## config.mk

```make
export PLATFORM = sky130hd
export DESIGN_NAME = emulador_de_teclado
export DESIGN_NICKNAME = d
export VERILOG_FILES = /design/src/rtl/emulador_de_teclado.sv
export SDC_FILE = /design/constraint.sdc
export NUM_CORES = 1
export LEC_CHECK = 0
export CAP_MARGIN = 15
export CORE_MARGIN = 2
export CORE_UTILIZATION = 35
export DETAILED_ROUTE_END_ITERATION = 7
export GPL_ROUTABILITY_DRIVEN = 0
export GPL_TIMING_DRIVEN = 1
export PLACE_DENSITY = 0.54
export SETUP_SLACK_MARGIN = 0.02
export SYNTH_ARGS = -nofsm -noshare
export SYNTH_HDL_FRONTEND = slang
export SYNTH_SLANG_ARGS = --single-unit
export TNS_END_PERCENT = 50
```

## constraint.sdc

```tcl
create_clock -name clk -period 4.4 [get_ports clk]
set_input_delay 0.66 -clock clk [delete_from_list [all_inputs] [get_ports clk]]
set_output_delay 0.66 -clock clk [all_outputs]
set_load 0.005 [all_outputs]
```

## src/rtl/emulador_de_teclado.sv

```systemverilog
// 4x4 membrane keypad emulator: accepts a key code and replays a press with
// deterministic contact bounce, a stable hold, release bounce and a quiet gap,
// answering the decoder's active-low row scan on the active-low column lines.
module emulador_de_teclado #(
  parameter int BOUNCE_PERIOD  = 3,
  parameter int BOUNCE_TOGGLES = 4,
  parameter int HOLD_CYCLES    = 200,
  parameter int GAP_CYCLES     = 50
) (
  input  logic       clk,
  input  logic       rst,
  input  logic [3:0] tecla_cmd,
  input  logic       cmd_valid,
  output logic       cmd_ready,
  input  logic [3:0] lin_matriz,
  output logic [3:0] col_matriz,
  output logic       busy,
  output logic       key_done
);

  localparam int PMAX = (BOUNCE_PERIOD  > 2) ? BOUNCE_PERIOD  : 2;
  localparam int TMAX = (BOUNCE_TOGGLES > 2) ? BOUNCE_TOGGLES : 2;
  localparam int HMAX = (HOLD_CYCLES    > 2) ? HOLD_CYCLES    : 2;
  localparam int GMAX = (GAP_CYCLES     > 2) ? GAP_CYCLES     : 2;
  localparam int PW   = $clog2(PMAX);
  localparam int TW   = $clog2(TMAX);
  localparam int HW   = $clog2(HMAX);
  localparam int GW   = $clog2(GMAX);
  // HOLD and GAP never overlap, so they share one phase counter
  localparam int CW   = (HW > GW) ? HW : GW;

  localparam logic [PW-1:0] PER_LAST  = PW'(BOUNCE_PERIOD - 1);
  // With bounce disabled TMAX-1 is never reached; it only keeps the cast in range
  localparam logic [TW-1:0] TOG_LAST  = TW'(TMAX - 1);
  localparam logic [CW-1:0] HOLD_LAST = CW'(HOLD_CYCLES - 1);
  localparam logic [CW-1:0] GAP_LAST  = CW'(GAP_CYCLES - 1);
  localparam bit            NO_BOUNCE = (BOUNCE_TOGGLES == 0);

  typedef enum logic [2:0] {
    IDLE,
    BOUNCE_PRESS,
    HOLD,
    BOUNCE_RELEASE,
    GAP
  } state_t;

  state_t        state_reg, state_next;
  logic [3:0]    key_reg, key_next;
  logic [PW-1:0] per_cnt_reg, per_cnt_next;
  logic [TW-1:0] tog_cnt_reg, tog_cnt_next;
  logic [CW-1:0] ph_cnt_reg, ph_cnt_next;
  logic          key_done_reg, key_done_next;
  logic          contact;
  logic [1:0]    lin_idx;
  logic          row_active;

  // State, key and counter registers; reset drops the contact at once
  always_ff @(posedge clk or posedge rst) begin
    if (rst) begin
      state_reg    <= IDLE;
      key_reg      <= 4'h0;
      per_cnt_reg  <= '0;
      tog_cnt_reg  <= '0;
      ph_cnt_reg   <= '0;
      key_done_reg <= 1'b0;
    end else begin
      state_reg    <= state_next;
      key_reg      <= key_next;
      per_cnt_reg  <= per_cnt_next;
      tog_cnt_reg  <= tog_cnt_next;
      ph_cnt_reg   <= ph_cnt_next;
      key_done_reg <= key_done_next;
    end
  end

  // Next-state logic; every transition clears the counters for the new phase
  always_comb begin
    state_next    = state_reg;
    key_next      = key_reg;
    per_cnt_next  = per_cnt_reg;
    tog_cnt_next  = tog_cnt_reg;
    ph_cnt_next   = ph_cnt_reg;
    key_done_next = 1'b0;
    case (state_reg)
      IDLE: begin
        if (cmd_valid) begin
          key_next     = tecla_cmd;
          state_next   = NO_BOUNCE ? HOLD : BOUNCE_PRESS;
          per_cnt_next = '0;
          tog_cnt_next = '0;
          ph_cnt_next  = '0;
        end
      end
      BOUNCE_PRESS, BOUNCE_RELEASE: begin
        if (per_cnt_reg == PER_LAST) begin
          per_cnt_next = '0;
          if (tog_cnt_reg == TOG_LAST) begin
            state_next   = (state_reg == BOUNCE_PRESS) ? HOLD : GAP;
            tog_cnt_next = '0;
            ph_cnt_next  = '0;
          end else begin
            tog_cnt_next = tog_cnt_reg + 1'b1;
          end
        end else begin
          per_cnt_next = per_cnt_reg + 1'b1;
        end
      end
      HOLD: begin
        if (ph_cnt_reg == HOLD_LAST) begin
          state_next   = NO_BOUNCE ? GAP : BOUNCE_RELEASE;
          ph_cnt_next  = '0;
          per_cnt_next = '0;
          tog_cnt_next = '0;
        end else begin
          ph_cnt_next = ph_cnt_reg + 1'b1;
        end
      end
      GAP: begin
        if (ph_cnt_reg == GAP_LAST) begin
          state_next    = IDLE;
          ph_cnt_next   = '0;
          key_done_next = 1'b1;
        end else begin
          ph_cnt_next = ph_cnt_reg + 1'b1;
        end
      end
      default: state_next = IDLE;
    endcase
  end

  // Contact level per phase: press bounce closed on even toggles, release bounce open
  always_comb begin
    contact = 1'b0;
    case (state_reg)
      BOUNCE_PRESS:   contact = ~tog_cnt_reg[0];
      HOLD:           contact = 1'b1;
      BOUNCE_RELEASE: contact = tog_cnt_reg[0];
      default:        contact = 1'b0;
    endcase
  end

  // Only the latched key's row is looked at, however many rows are driven low
  assign lin_idx    = 2'd3 - key_reg[3:2];
  assign row_active = ~lin_matriz[lin_idx];

  generate
    for (genvar gi = 0; gi < 4; gi++) begin : g_col
      assign col_matriz[3-gi] = ~(contact && row_active && (key_reg[1:0] == 2'(gi)));
    end
  endgenerate

  assign cmd_ready = (state_reg == IDLE);
  assign busy      = ~cmd_ready;
  assign key_done  = key_done_reg;

endmodule
```

; ---- Word level (Yosys, flattened, before mapping)
; Index checks and enable logic that the tools add are counted.
[classes]
addsub = 4
mul = 0
n_div = 0
magnitude_cmp = 1
eq_ne = 16
n_shift = 0
n_mux = 25
bitwise = 7
reduce_logical = 15
[op_table]
columns = operator, n
row1 = $mux W8, 5
row2 = $pmux W8 S4, 1
row3 = $mux W3, 6
row4 = $pmux W2 S3, 2
row5 = $pmux W3 S4, 1
row6 = $mux W2, 5
row7 = $ne A2 B2 Y1 const B, 5
row8 = $add A8 B1 Y8 const B, 1
row9 = $eq A2 B2 Y1 const B, 4
row10 = $eq A8 B6 Y1 const B, 1
row11 = $eq A8 B8 Y1 const B, 1
row12 = $reduce_and A4 Y1, 2
row13 = $not A1 Y1, 7
row14 = $eq A3 B2 Y1 const B, 2
row15 = $logic_and A1 B1 Y1, 5
row16 = $reduce_and A5 Y1, 1
row17 = $add A2 B1 Y2 const B, 2
row18 = $reduce_bool A4 Y1, 1
row19 = $eq A3 B1 Y1 const B, 1
row20 = $eq A3 B3 Y1 const B, 1
row21 = $logic_not A3 Y1, 1
row22 = $lt A2 B3 Y1 const B, 1
row23 = $mux W1, 3
row24 = $pmux W1 S3, 1
row25 = 8 further kinds, 8
[word_totals]
reg_bits = 20
latch_bits = 0
ramBits = 0
romBits = 0
inputBits = 11
out_inout_bits = 7
wordCells = 74
n_memories = 0

; ---- Logic depth before layout (Yosys ltp)
[logic_depth]
depth_word = 7
mapped_depth = 6
mapped_depth_nobuf = 6

; ---- Worst setup path after synthesis
; Ideal clock, no wire load.
[synth_path]
path_kind = input port to output port
startpoint = in lin_matriz[0]
endpoint = out col_matriz[3]
arrival_ns = 1.713
t_required_ns = 3.740
setup_slack_ns = 2.027
stages = 3
path_buffers = 0
path_cell_list = mux4_2 > nor3_2 > or3b_1
[synth_between]
elab_chain_len = 6
[synth_rtl]
columns = element, line_no
row1 = "start, declared", 15  ; input logic [3:0] lin_matriz,
row2 = $bmux W1 S2, 144  ; assign row_active = ~lin_matriz[lin_idx];
row3 = $mux W1 (implied by the code), 144
row4 = $not A1 Y1, 144
row5 = $logic_and A1 B1 Y1 (2 in a row), 148  ; assign col_matriz[3-gi] = ~(contact && row_active && (key_reg[1:0] == 2'(gi)));
row6 = $not A1 Y1, 148
row7 = "end, declared", 16  ; output logic [3:0] col_matriz,
; Every way passes these cells. The select of a mux whose other input is x is not followed.

; ---- Final worst setup path
; Same ends and word-level chain as after synthesis.

==> summary.txt <==
STA
  • Post-Route Setup TNS: 0 ps
  • Slew Viols, Final: 0
  • Setup violators final: 0
  • Tightest Pin Transition: 789 ps
  • Final hold vios: 0
  • Final worst-path setup slack: 1110 ps
  • Slew headroom: 0.474
  • Fmax: 304 MHz
  • Final min period: 3290 ps
  • Part of the cycle the worst path needs: 0.748
  • RSZ-0062 raised after global routing: no
  • Clock Skew: 1.77 ps

Final layout
  • Design Area, Final: 0.00141 mm2
  • FF/Latch Area: 500 um2
  • Area taken by multi-input logic gates: 633 um2
  • Layout cell share with drive strength beyond 1: 0.104
  • Area grow syn2layout: 19.6%
  • Final-stage net count: 151
  • Non-Filler Instances: 181
  • Max reg flops: 8
  • Fillers: 325
  • Total inserted antenna cells: 0

Die
  • IO Count: 18
  • Die area: 0.00384 mm2
  • Chip height: 62.0 um
  • Cell Rows: 21
  • CORE AREA: 0.00328 mm2
  • Die width: 62.0 um
  • Starting density of the core: 0.358

Yosys
  • Yosys top cell area share: 0.426
  • Seq cells post-synth: 20
  • Avg Inst Size Synth: 9.97 um2
  • Synth Net Count: 132
  • Post-synth top flop: dfrtp_1
  • Synth unique cells: 42
  • Synthesized cell area: 0.00118 mm2
  • EDFF count, synth: 0
  • Yosys top cell by area: dfrtp_1
  • Sequential area share after synthesis: 0.426
  • Top cells by area, synth: dfrtp_1, nand2_1, a22o_1, ha_1, mux2_2
  • Synthesized instance count: 118
  • Synth warn: 0
  • Async SR Flop Fraction: 1.00

Routing
  • Drt pass-1 iters: 4
  • DR vias/cell: 5.24
  • Routed vias: 948
  • Detail Route Antenna Nets: 0
  • Detailed Route Iter0 Violations: 29
  • DRC: 0
  • WL final: 2310 um
  • Routed length per instance: 12.8 um

Run
  • Max-cap viol count: 0

Setup path
  • CP Class: in2out
  • Slowest CP cell: mux4_2
  • RR Startpoint: ph_cnt_reg[1]$_DFFE_PP0P_
  • Crit-path cells: clkdlybuf4s50_1, mux4_2, nor3_2, or3b_1, clkdlybuf4s50_1
  • Worst Setup Start Kind: input port
  • WP buf/inv: 2
  • CP Capture Type: output port
  • Worst setup startpoint: lin_matriz[0]
  • CP top delay family: buffers and inverters
  • Crit-path max cell delay: 480 ps
  • CP Max Fanout: 4
  • Most frequent cell on the critical path: clkdlybuf4s50_1
  • Worst Path Required: 3740 ps
  • FF-to-FF path depth: 6
  • WP data arrival: 2630 ps
  • R2R Setup Slk: 2570 ps
  • FF-to-FF End: ph_cnt_reg[7]$_DFFE_PP0P_

Global route
  • Largest net degree at the start of global routing: 21
  • Antenna violations before repair: 0
  • Vias in the first global route: 843
  • First-pass GRT wire length: 3710 um
  • GR Overflow Total: 0
  • All-Layer GR Usage: 0.134

Placement
  • Post-place setup slack: 1100 ps
  • Post-placement cell area: 0.00138 mm2
  • Post-Place Cells: 178
  • I/O Buffers: 17
  • DPL Wire Length: 1730 um

CTS
  • Cts bufs inserted: 3
  • Worst-path clk slew: 110 ps
  • H-tree levels: 1
  • Setup Buffers After CTS: 0
  • Clk root buf: clkbuf_4
  • Post_cts resized: 0
  • Clock sinks: 20
  • Worst skew pair latency: 300 ps
  • Longest Clk Path Bufs: 2
  • CTS tree: built
  • Post-CTS Hold Fix Bufs: 0

Hold path
  • Worst hold path depth: 1
  • Hold Path Class: reg2reg
  • HP Start: key_reg[3]$_DFFE_PP0P_
  • WHS Endpoint: key_reg[3]$_DFFE_PP0P_

Power and ir drop
  • P_leak: 0.000595 uW
  • Worst IR drop on VDD: 0.000182 V
  • Pwr dens: 526 mW/mm2

Status
  • Status: finished, final reports clean
-- how the worst max path moves through the flow --
stage / end / slack, ps / cells after the start
global placement: col_matriz[3] / 1150 / 5
global route: col_matriz[3] / 1010 / 5
detailed placement: col_matriz[3] / 1100 / 5
floorplan: col_matriz[3] / 2030 / 3
CTS: col_matriz[3] / 1080 / 5
finish: col_matriz[3] / 1110 / 5
-- routing by layer --
metal / track usage / share of wire / vias up
li1: - / - / 462
met1: 0.163 / 0.47 / 464
met2: 0.231 / 0.48 / 18
met3: 0.0248 / 0.044 / 4
met4: 0.0547 / 0.013 / 0
met5: 0 / 0 / -
-- final cells by class --
type	instances	area share
Tap cell	46	0.0409
Multi-Input combinational cell	89	0.450
Sequential cell	20	0.356
Inverter	6	0.0160
Timing Repair Buffer	17	0.121
Clock buffer	3	0.0160
-- report_power, final --
group	switching, uW	total, uW	internal, uW	leakage, uW
logic	126	303	178	0.000323
registers	97.1	349	252	0.000258
clock network	54.9	86.7	31.9	0.0000138
total	278	739	461	0.000595
-- logic make-up after synthesis --
family | after synthesis | synth area share
compound gates | 27 | 0.176
xor+xnor | 2 | 0.0149
fa+ha+maj | 3 | 0.0319
buf+inv | 9 | 0.0362
flops | 20 | 0.426
mux | 5 | 0.0574
simple gates | 52 | 0.259
-- cells in the final DEF (no fill, tap or decap), types with 2 or more instances in the layout --
cell             count
dfrtp_1             20
o21ai_1              4
nor2_1               8
clkbuf_4             3
a21oi_1              3
nand2_1             12
mux2_2               3
ha_1                 3
a22o_1               5
nand3_1              6
nor3_1               3
inv_1                6
o22ai_1              3
xnor2_1              2
and2_1               2
o211ai_1             3
o21ai_0              2
nand3b_1             2
nor3b_1              2
nor2b_1              5
clkdlybuf4s50_1     17
-- synthesized netlist by cell type (2+ instances only) --
library cell,n
nand3b_1,2
nor2_1,8
o22ai_1,3
and2_1,2
a22o_1,5
o21ai_0,2
dfrtp_1,20
mux2_2,3
o21ai_1,4
ha_1,3
o211ai_1,3
nand3_1,6
inv_1,6
nand2_1,12
buf_4,2
xnor2_1,2
a21oi_1,3
nor3b_1,2
nor2b_1,5
nor3_1,3
-- stage by stage --
| stage | util | hold WS [ps] | total power (uW) |
|---|---|---|---|
| 2_1_floorplan | - | 489 | 567 |
| 3_3_place_gp | 0.421 | 513 | 652 |
| 3_5_place_dp | 0.421 | 524 | 661 |
| 4_1_cts | 0.428 | 548 | 752 |
| 5_1_grt | 0.428 | 572 | 810 |
| 6_report | 0.428 | 539 | 739 |
(Power assumes the default switching activity.)
